==> config.mk <==
export PLATFORM = sky130hd
export DESIGN_NAME = seg7_scan_ctrl
export DESIGN_NICKNAME = d
export VERILOG_FILES = /design/src/rtl/seg7_scan_ctrl.sv
export SDC_FILE = /design/constraint.sdc
export NUM_CORES = 1
export LEC_CHECK = 0
export CORE_MARGIN = 3
export CORE_UTILIZATION = 58
export CTS_BUF_LIST = sky130_fd_sc_hd__clkbuf_4
export DETAILED_ROUTE_END_ITERATION = 8
export GPL_ROUTABILITY_DRIVEN = 0
export PLACE_DENSITY = 0.84
export SYNTH_ARGS = -nofsm -noshare
export SYNTH_HDL_FRONTEND = slang
export SYNTH_SLANG_ARGS = --single-unit
==> constraint.sdc <==
create_clock -name clk -period 2.52 [get_ports clk]
set_input_delay 0.378 -clock clk [delete_from_list [all_inputs] [get_ports clk]]
set_output_delay 0.378 -clock clk [all_outputs]
set_load 0.01 [all_outputs]
==> src/rtl/seg7_scan_ctrl.sv <==
// Four-digit common-anode seven-segment scan controller with tear-free word updates.
// Define SEG7_LZ_BLANK_EN to blank leading zero digits (digit 0 always shown).
module seg7_scan_ctrl #(
    parameter int DIV  = 100000,
    parameter int DEAD = 16,
    parameter int CW   = 17
) (
    input  logic        clk,
    input  logic        rst_n,
    input  logic        en,
    input  logic        load,
    input  logic [15:0] data,
    input  logic [3:0]  dp_mask,
    output logic [1:0]  digit_sel,
    output logic [3:0]  an_n,
    output logic [6:0]  seg_n,
    output logic        dp_n,
    output logic        pending,
    output logic        frame_tick
);

    localparam logic [CW-1:0] CNT_LAST = CW'(DIV - 1);
    localparam logic [CW-1:0] DEAD_C   = CW'(DEAD);

    logic [CW-1:0] cnt_q, cnt_d;
    logic [1:0]    idx_q, idx_d;
    logic [15:0]   shadow_q, shadow_d;
    logic [15:0]   pend_reg_q, pend_reg_d;
    logic          pending_q, pending_d;
    logic [1:0]    digit_sel_q, digit_sel_d;
    logic [3:0]    an_n_q, an_n_d;
    logic [6:0]    seg_n_q, seg_n_d;
    logic          dp_n_q, dp_n_d;
    logic          frame_tick_q, frame_tick_d;

    logic          last;
    logic          boundary;
    logic          dead;
    logic          lz_blank;
    logic [3:0]    nib;

    function automatic logic [6:0] font(input logic [3:0] n);
        logic [6:0] f;
        unique case (n)
            4'h0: f = 7'b1000000;
            4'h1: f = 7'b1111001;
            4'h2: f = 7'b0100100;
            4'h3: f = 7'b0110000;
            4'h4: f = 7'b0011001;
            4'h5: f = 7'b0010010;
            4'h6: f = 7'b0000010;
            4'h7: f = 7'b1111000;
            4'h8: f = 7'b0000000;
            4'h9: f = 7'b0010000;
            4'hA: f = 7'b0001000;
            4'hB: f = 7'b0000011;
            4'hC: f = 7'b1000110;
            4'hD: f = 7'b0100001;
            4'hE: f = 7'b0000110;
            4'hF: f = 7'b0001110;
        endcase
        return f;
    endfunction

    always_comb begin
        cnt_d        = cnt_q;
        idx_d        = idx_q;
        shadow_d     = shadow_q;
        pend_reg_d   = pend_reg_q;
        pending_d    = pending_q;
        digit_sel_d  = 2'd0;
        an_n_d       = 4'b1111;
        seg_n_d      = 7'b1111111;
        dp_n_d       = 1'b1;
        frame_tick_d = 1'b0;

        last     = (cnt_q == CNT_LAST);
        boundary = en && last && (idx_q == 2'd3);
        dead     = (cnt_q < DEAD_C);
        nib      = shadow_q[{idx_q, 2'b00} +: 4];

`ifdef SEG7_LZ_BLANK_EN
        unique case (idx_q)
            2'd0: lz_blank = 1'b0;
            2'd1: lz_blank = (shadow_q[15:4] == 12'd0);
            2'd2: lz_blank = (shadow_q[15:8] == 8'd0);
            2'd3: lz_blank = (shadow_q[15:12] == 4'd0);
        endcase
`else
        lz_blank = 1'b0;
`endif

        if (en) begin
            cnt_d = last ? '0 : cnt_q + 1'b1;
            if (last) begin
                idx_d = idx_q + 2'd1;
            end
        end else begin
            cnt_d = '0;
            idx_d = 2'd0;
        end

        // A load landing on the boundary bypasses the pending buffer.
        if (boundary) begin
            if (load) begin
                shadow_d = data;
            end else if (pending_q) begin
                shadow_d = pend_reg_q;
            end
            pending_d = 1'b0;
        end else if (load) begin
            pend_reg_d = data;
            pending_d  = 1'b1;
        end

        if (en) begin
            digit_sel_d  = idx_q;
            frame_tick_d = boundary;
            if (!dead) begin
                an_n_d  = ~(4'b0001 << idx_q);
                seg_n_d = lz_blank ? 7'b1111111 : font(nib);
                dp_n_d  = ~dp_mask[idx_q];
            end
        end
    end

    always_ff @(posedge clk or negedge rst_n) begin
        if (!rst_n) begin
            cnt_q        <= '0;
            idx_q        <= 2'd0;
            shadow_q     <= 16'd0;
            pend_reg_q   <= 16'd0;
            pending_q    <= 1'b0;
            digit_sel_q  <= 2'd0;
            an_n_q       <= 4'b1111;
            seg_n_q      <= 7'b1111111;
            dp_n_q       <= 1'b1;
            frame_tick_q <= 1'b0;
        end else begin
            cnt_q        <= cnt_d;
            idx_q        <= idx_d;
            shadow_q     <= shadow_d;
            pend_reg_q   <= pend_reg_d;
            pending_q    <= pending_d;
            digit_sel_q  <= digit_sel_d;
            an_n_q       <= an_n_d;
            seg_n_q      <= seg_n_d;
            dp_n_q       <= dp_n_d;
            frame_tick_q <= frame_tick_d;
        end
    end

    assign digit_sel  = digit_sel_q;
    assign an_n       = an_n_q;
    assign seg_n      = seg_n_q;
    assign dp_n       = dp_n_q;
    assign pending    = pending_q;
    assign frame_tick = frame_tick_q;

endmodule

# After elaboration in Yosys (flattened, before gate mapping)
# Memory sizes are Yosys's and may differ from the RTL's.
# Index checks and enable logic that the tools add are counted.
dict set report op_classes {
  n_shift 2
  magnitude_cmp 2
  reduce_logical 6
  add_sub_neg 2
  n_mux 18
  bitwise_logic 3
  n_eq_ne 3
}
# operator n
set op_table {}
lappend op_table {{$mux W17} 2}
lappend op_table {{$mux W16} 2}
lappend op_table {{$add A17 B1 Y17 const B} 1}
lappend op_table {{$eq A17 B17 Y1 const B} 1}
lappend op_table {{$lt A17 B5 Y1 const B} 1}
lappend op_table {{$shiftx A16 B5 Y4} 1}
lappend op_table {{$mux W7} 2}
lappend op_table {{$mux W4} 2}
lappend op_table {{$mux W1} 6}
lappend op_table {{$mux W2} 3}
lappend op_table {{$not A4 Y4} 1}
lappend op_table {{$reduce_and A2 Y1} 2}
lappend op_table {{$reduce_bool A2 Y1} 2}
lappend op_table {{$shl A1 B2 Y4 const A} 1}
lappend op_table {{$lt A2 B3 Y1 const B} 1}
lappend op_table {{$add A2 B1 Y2 const B} 1}
lappend op_table {{$bmux W1 S2} 1}
lappend op_table {{$eq A2 B2 Y1 const B} 1}
lappend op_table {{$logic_and A1 B1 Y1} 2}
lappend op_table {{$ne A2 B1 Y1 const B} 1}
lappend op_table {{$not A1 Y1} 2}
dict set report totals {
  register_bits 67
  out_inout_bits 16
  mem_count 1
  mem_bits_ro 112
}
# name depth width read_ports rd_ports_with_merged_regs wr line_no
set memory_table {}
lappend memory_table {{(no name shown)} 16 7 1 0 0 44} ;# unique case (n)

# Logic depth before layout (Yosys ltp)
# Gate-level depths: netlist of run 1.
dict set report logic_depth {
  depth_word 5
  depth_mapped 9
  depth_no_buf 7
}

# Worst setup path after synthesis of run 1
# OpenSTA, ideal clock, no wires.
dict set report synth_timing {
  kind {register -> register}
  startpoint {register cnt_q[0]}
  endpoint {register pend_reg_q[10]}
  required_time_ns 2.395
  n_path_buf 2
  arrival_ns 1.790
  stages_incl_launch_ff 8
  period_less_slack_ns 1.914
  setup_ns 0.125
  slack_ns 0.606
  path_cell_list {dfrtp_1 ha_1 and4_1 buf_4 nand4_4 o21ai_4 buf_6 mux2_2}
}
dict set report synth_via {
  elab_chain_cells 5
}
# item line_no
set synth_rtl {}
lappend synth_rtl {{from (decl)} 25} ;# logic [CW-1:0] cnt_q, cnt_d;
lappend synth_rtl {{from (signal assigned)} 140} ;# cnt_q <= cnt_d;
lappend synth_rtl {{$eq A17 B17 Y1} 77} ;# last = (cnt_q == CNT_LAST);
lappend synth_rtl {{$logic_and A1 B1 Y1 (2 in a row)} 78} ;# boundary = en && last && (idx_q == 2'd3);
lappend synth_rtl {{$not A1 Y1 (no line)} --}
lappend synth_rtl {{$reduce_and A2 Y1 (no line)} --}
lappend synth_rtl {{to (signal assigned)} 143} ;# pend_reg_q <= pend_reg_d;
lappend synth_rtl {{to (decl)} 28} ;# logic [15:0] pend_reg_q, pend_reg_d;
# Every way passes these cells.
# A chain may end at the register's enable or synchronous reset.

# Worst setup path after layout of run 1
dict set report layout_timing {
  startpoint {register cnt_q[11]}
  endpoint {register pend_reg_q[1]}
}
# Same word-level chain as after synthesis.

==> results.tsv, run 1 <==
stage	metric	value	unit
status	outcome	completed	
sta	RSZ-0062 raised after global routing	no	
global_routing	Total GRT Usage	22.93	%
power_and_ir_drop	pwr dens	488.4	nW/um^2
power_and_ir_drop	Power Total	2.038	mW
global_routing	initial antenna violation count	0	
sta	Setup Skew	0.01326	ns
global_routing	grt total ovfl	0	
synth	Yosys top cell area share	38.45	%
synth	FFs w/ async S/R, synth	100.0	%
synth	syn nets	356	
setup_path	Required @ worst endpoint	2.84	ns
clocking	Sink Count	67	
synth	cell count after synthesis	321	
floorplan	die area	7150	um^2
setup_path	R2R Path End	pend_reg_q[1]	
setup_path	Crit Path Category	register to register	
clocking	clk_lat worst skew	0.43	ns
sta	Setup TNS Final	0	ns
drt	DRT antenna net count	0	
sta	period utilization	87.90	%
setup_path	Startpoint Class	register	
power_and_ir_drop	Leak	1.867	nW
drt	wire length per cell	17.03	um
drt	DRT Pass-1 Iters	4	
setup_path	critical-path maximum fanout	16	
synth	warning count from the yosys run	0	
sta	slew of the pin with the lowest slew margin	0.7601	ns
drt	Detailed Route Iter0 Violations	115	
clocking	H-tree Lvls	3	
finish	commonest non-fill, non-tap cell in the layout	dfrtp_1	
finish	# fillers	427	
synth	flops & latches, synth	67	
clocking	CTS tree	yes	
drt	vias per inst	6.071	
sta	endpoints failing setup	0	
run	MaxCap Viol Count	0	
setup_path	Worst R2R Setup Slack	0.30	ns
clocking	hold buffer count at CTS	0	
setup_path	crit-path max cell delay	0.52	ns
power_and_ir_drop	peak supply drop	0.3834	mV
sta	Hold Vio Cnt, Final	0	
synth	cell area after synthesis	3580	um^2
setup_path	element type at the critical path end	register	
clocking	clock-pin transition on the worst setup and hold timing paths	0.10	ns
drt	via count	2647	
synth	syn_area_per_cell	11.15	um^2
sta	max-slew violation count	0	
synth	sequential fraction of the synthesis area	47.26	%
drt	Detailed Route WL	7424	um
clocking	root buffer cell	clkbuf_4	
synth	Post-synth top flop	dfrtp_1	
setup_path	slowest stage cell, crit path	o21ai_4	
sta	FMAX	451.4	MHz
floorplan	Core ar.	5743	um^2
setup_path	Buf/Inv on CP	0	
clocking	cts bufs inserted	9	
floorplan	Die H	84.56	um
synth	cell accounting for the most synthesized area	dfrtp_1	
drt	Residual DRC	0	
finish	layout cells sized above 1	20.88	%
finish	final core occ	72.66	%
synth	EDFF count, synth	0	
floorplan	row count	27	
finish	fin nets	394	
hold_path	min-delay worst type	primary input to asynchronous set/reset pin	
clocking	Longest Clk Path Bufs	2	
finish	commonest non-fill, non-tap cells in the layout	dfrtp_1, clkdlybuf4s50_1, nor2_1	
synth	ranking of synthesized cells by area	dfrtp_1, dfstp_2, mux2_2, ha_1, mux4_2	
synth	Netlist cell types	44	
sta	Tmin final	2.215	ns
setup_path	origin of the critical flop-to-flop path	cnt_q[11]	
global_routing	largest net degree at the start of global routing	36	
finish	Antenna Cells	0	
setup_path	CP top delay family	simple AND/OR/NAND/NOR gates	
global_routing	vias in the first global route	2699	
floorplan	chip width	84.56	um
setup_path	worst path cell trace	nor4_4, nand4_4, o21ai_4, mux2_2	
global_routing	first-pass GRT wire length	13030	um
floorplan	I/O Pins	40	
sta	max_slew headroom	49.33	%
placement	Port-buffer cells	39	
clocking	PostCTS Resize Cnt	0	
finish	Synth-to-Final Area Change	16.57	%
floorplan	Initial Util	62.33	%
setup_path	Arr. time, crit path	2.53	ns
clocking	Setup Fix Bufs, Post-CTS	0	
setup_path	logic depth of the worst register-to-register path	4	
sta	final worst setup slack	0.3048	ns
placement	Setup WS pre-CTS	0.2632	ns
placement	DP HPWL	5153	um
## power breakdown
| group | switching, mW | internal (mW) |
|---|---|---|
| clock | 0.379 | 0.405 |
| combinational | 0.0647 | 0.0684 |
| sequential | 0.0162 | 1.10 |
## worst max path at each step
| stage | start | depth (start not counted) | endpoint | slack [ns] |
|---|---|---|---|---|
| after floorplan | cnt_q[0] | 7 | pend_reg_q[10] | 0.61 |
| after detailed placement | en | 4 | pend_reg_q[3] | 0.26 |
| after global placement | en | 4 | pend_reg_q[7] | 0.34 |
| final | cnt_q[11] | 4 | pend_reg_q[1] | 0.30 |
| after global routing | cnt_q[0] | 5 | pend_reg_q[1] | 0.16 |
| after CTS | cnt_q[11] | 4 | pend_reg_q[3] | 0.29 |
## through the flow
step,area (um^2),std cells,hold WS [ns]
detailed placement,4018,420,0.4816
global route,4173,436,0.05300
global placement,4018,420,0.4710
floorplan,3580,321,0.08241
CTS,4173,436,0.02940
finish,4173,436,0.009268
## synth_stat cells (all sizes together) (4+ instances only)
master and instances:
dfrtp 55, nor2 35, inv 20, nand2 20, mux2 18, xor2 14
buf 13, a41oi 12, dfstp 12, a21o 11, ha 11, o221a 11
nand3 9, nand4 9, clkbuf 8, and4 6, mux4 6, a21oi 5
nor4 4, o31ai 4, xnor2 4
## metal layers
metal	vias up	track usage (%)	share of wire (%)
met5	-	0	0
met4	0	9.353	1.9
met3	11	7.164	5.1
met2	79	36.23	50
met1	1305	29.40	43
li1	1252	-	-
## registers in the layout, indices dropped and copies added (netlist names)
| signal | count |
|---|---|
| cnt_q | 17 |
| pend_reg_q | 16 |
| shadow_q | 16 |
| seg_n | 7 |
| an_n | 4 |
| digit_sel | 2 |
| idx_q | 2 |
| dp_n | 1 |
| frame_tick | 1 |
| pending | 1 |
## cell type report
type / instances / area [um^2] / area share [%]
clock inverters: 6 / 80.08 / 1.919
flip-flops and latches: 67 / 1692 / 40.54
well taps: 72 / 90.09 / 2.159
multi-input cells: 213 / 1695 / 40.63
repair buffers: 48 / 465.4 / 11.15
inverters: 20 / 75.07 / 1.799
clock buffers: 10 / 75.07 / 1.799
## kinds of logic (layout without fill, tap and decap cells)
| group | Yosys count | after routing | share of synthesized area, % |
|---|---|---|---|
| adder cells (fa/ha/maj) | 11 | 11 | 3.845 |
| XOR/XNOR | 18 | 18 | 4.404 |
| AND/OR/NAND/NOR | 98 | 98 | 14.82 |
| flip-flops | 67 | 67 | 47.26 |
| multiplexers | 27 | 27 | 10.28 |
| AO/OA/AOI/OAI | 59 | 59 | 14.02 |
| buffers and inverters | 41 | 84 | 5.383 |
No activity file was read; power rests on OpenSTA's default activity.
==> run 2, diff against run 1 <==
Settings changed: CAP_MARGIN set to 20, CTS_CLUSTER_SIZE set to 24, GPL_TIMING_DRIVEN set to 0.
==> run 2 against run 1 <==
  * Routed wire length grew 5.3%
  * Non-clock buffer count rose by 11
  * Clock-buffer cell count is 1 higher
==> results.tsv, run 2 (synthesis results as in run 1) <==
stage	metric	value	unit
status	outcome	completed	
sta	endpoints failing setup	0	
clocking	CTS tree	yes	
power_and_ir_drop	pwr dens	469.1	nW/um^2
setup_path	critical-path maximum fanout	6	
drt	Detailed Route WL	7819	um
setup_path	logic depth of the worst register-to-register path	8	
finish	final core occ	72.85	%
finish	footprint of the multi-input gates	1695	um^2
placement	Placed Area	4048	um^2
placement	Setup WS pre-CTS	0.2485	ns
finish	design area	4184	um^2
finish	Synth-to-Final Area Change	16.88	%
finish	fin nets	405	
clocking	cts bufs inserted	9	
clocking	clock-pin transition on the worst setup and hold timing paths	0.12	ns
finish	max FFs per register	17	
global_routing	Total GRT Usage	23.89	%
global_routing	initial antenna violation count	0	
floorplan	Core ar.	5743	um^2
power_and_ir_drop	Leak	1.880	nW
clocking	Setup Fix Bufs, Post-CTS	0	
finish	# fillers	421	
setup_path	origin of the critical flop-to-flop path	idx_q[0]	
finish	Register Area	1692	um^2
finish	commonest non-fill, non-tap cells in the layout	dfrtp_1, clkdlybuf4s50_1, nor2_1	
finish	Biggest register	cnt_q	
clocking	Longest Clk Path Bufs	2	
floorplan	Initial Util	62.33	%
drt	wire length per cell	17.49	um
setup_path	Required @ worst endpoint	2.88	ns
setup_path	Arr. time, crit path	2.60	ns
finish	commonest non-fill, non-tap cell in the layout	dfrtp_1	
setup_path	crit-path max cell delay	0.61	ns
setup_path	slowest stage cell, crit path	mux4_2	
setup_path	most frequent CP cell	inv_1	
setup_path	element type at the critical path end	register	
global_routing	first-pass GRT wire length	13570	um
setup_path	Worst R2R Setup Slack	0.28	ns
sta	final worst setup slack	0.2772	ns
finish	Regs by FF count	cnt_q (17), pend_reg_q (16), shadow_q (16)	
global_routing	grt total ovfl	0	
sta	Tmin final	2.243	ns
sta	period utilization	89.00	%
setup_path	Startpoint Class	register	
clocking	PostCTS Resize Cnt	0	
setup_path	worst path cell trace	buf_2, mux4_2, inv_1, ha_1, inv_1, mux2i_1, nor3b_1, a31oi_1	
drt	Residual DRC	0	
clocking	Sink Count	67	
setup_path	Crit Path Category	register to register	
global_routing	largest net degree at the start of global routing	68	
clocking	hold buffer count at CTS	0	
sta	slew of the pin with the lowest slew margin	0.8272	ns
drt	Detailed Route Iter0 Violations	183	
finish	Antenna Cells	0	
run	MaxCap Viol Count	0	
drt	DRT antenna net count	0	
hold_path	min-delay worst type	primary input to asynchronous set/reset pin	
sta	Hold Vio Cnt, Final	0	
drt	via count	2757	
global_routing	vias in the first global route	2754	
drt	DRT Pass-1 Iters	5	
floorplan	die area	7150	um^2
floorplan	chip width	84.56	um
sta	Setup Skew	0.01307	ns
floorplan	I/O Pins	40	
clocking	H-tree Lvls	3	
setup_path	R2R Path End	seg_n[3]	
power_and_ir_drop	peak supply drop	0.3246	mV
placement	DP HPWL	5377	um
placement	Port-buffer cells	38	
drt	vias per inst	6.168	
sta	FMAX	445.9	MHz
clocking	clk_lat worst skew	0.43	ns
sta	max_slew headroom	44.85	%
sta	max-slew violation count	0	
clocking	root buffer cell	clkbuf_4	
floorplan	row count	27	
finish	layout cells sized above 1	21.60	%
sta	RSZ-0062 raised after global routing	no	
floorplan	Die H	84.56	um
[run 2: how the worst max path moves through the flow]
stage          startpoint        endpoint  slack [ns]  depth (start not counted)
3_3_place_gp        rst_n  pend_reg_q[13]       -1.06                          1
5_1_grt          idx_q[0]        seg_n[3]        0.08                          8
2_1_floorplan    cnt_q[0]  pend_reg_q[10]        0.61                          7
6_report         idx_q[0]        seg_n[3]        0.28                          8
4_1_cts          idx_q[0]        seg_n[3]        0.27                          8
3_5_place_dp           en        seg_n[4]        0.25                          5
[run 2: worst max-delay path: cells and delay by family (launching register included)]
| family | cells | cell delay (ns) |
|---|---|---|
| DFF | 1 | 0.41 |
| buffers and inverters | 3 | 0.50 |
| AOI/OAI and AO/OA | 1 | 0.19 |
| muxes | 2 | 0.75 |
| adders and majority gates | 1 | 0.25 |
| and+or+nand+nor | 1 | 0.07 |
[run 2: area by class of cell]
type | instances | area share, %
multi-input cells | 213 | 40.52
flip-flops and latches | 67 | 40.43
well taps | 72 | 2.153
clock inverters | 5 | 1.286
clock buffers | 11 | 1.974
repair buffers | 38 | 9.031
inverters | 20 | 1.794
plain buffers | 21 | 2.811
[run 2: report_power, final]
part / internal [mW] / switching [mW] / leakage [nW] / total [mW]
logic: 0.0661 / 0.0638 / 0.958 / 0.130
clock network: 0.320 / 0.393 / 0.0705 / 0.712
registers: 1.11 / 0.0154 / 0.851 / 1.12
total: 1.49 / 0.472 / 1.88 / 1.96
[run 2: routing by layer]
layer	vias up	global-route usage (%)	part of all wire (%)
met5	-	0	0
met4	0	10.22	2.2
met3	13	5.496	7.2
met2	126	37.44	49
met1	1344	31.97	42
li1	1274	-	-
[run 2: per-stage QoR]
stage	setup TNS (ns)	hold WS (ns)	total power, mW	std cells
after detailed placement	0	0.4802	1.272	431
after CTS	0	0.06039	1.974	447
after floorplan	0	0.08241	1.195	321
final	0	0.04160	1.963	447
after global routing	0	0.06762	2.041	447
after global placement	-62.22	0.4783	1.268	431
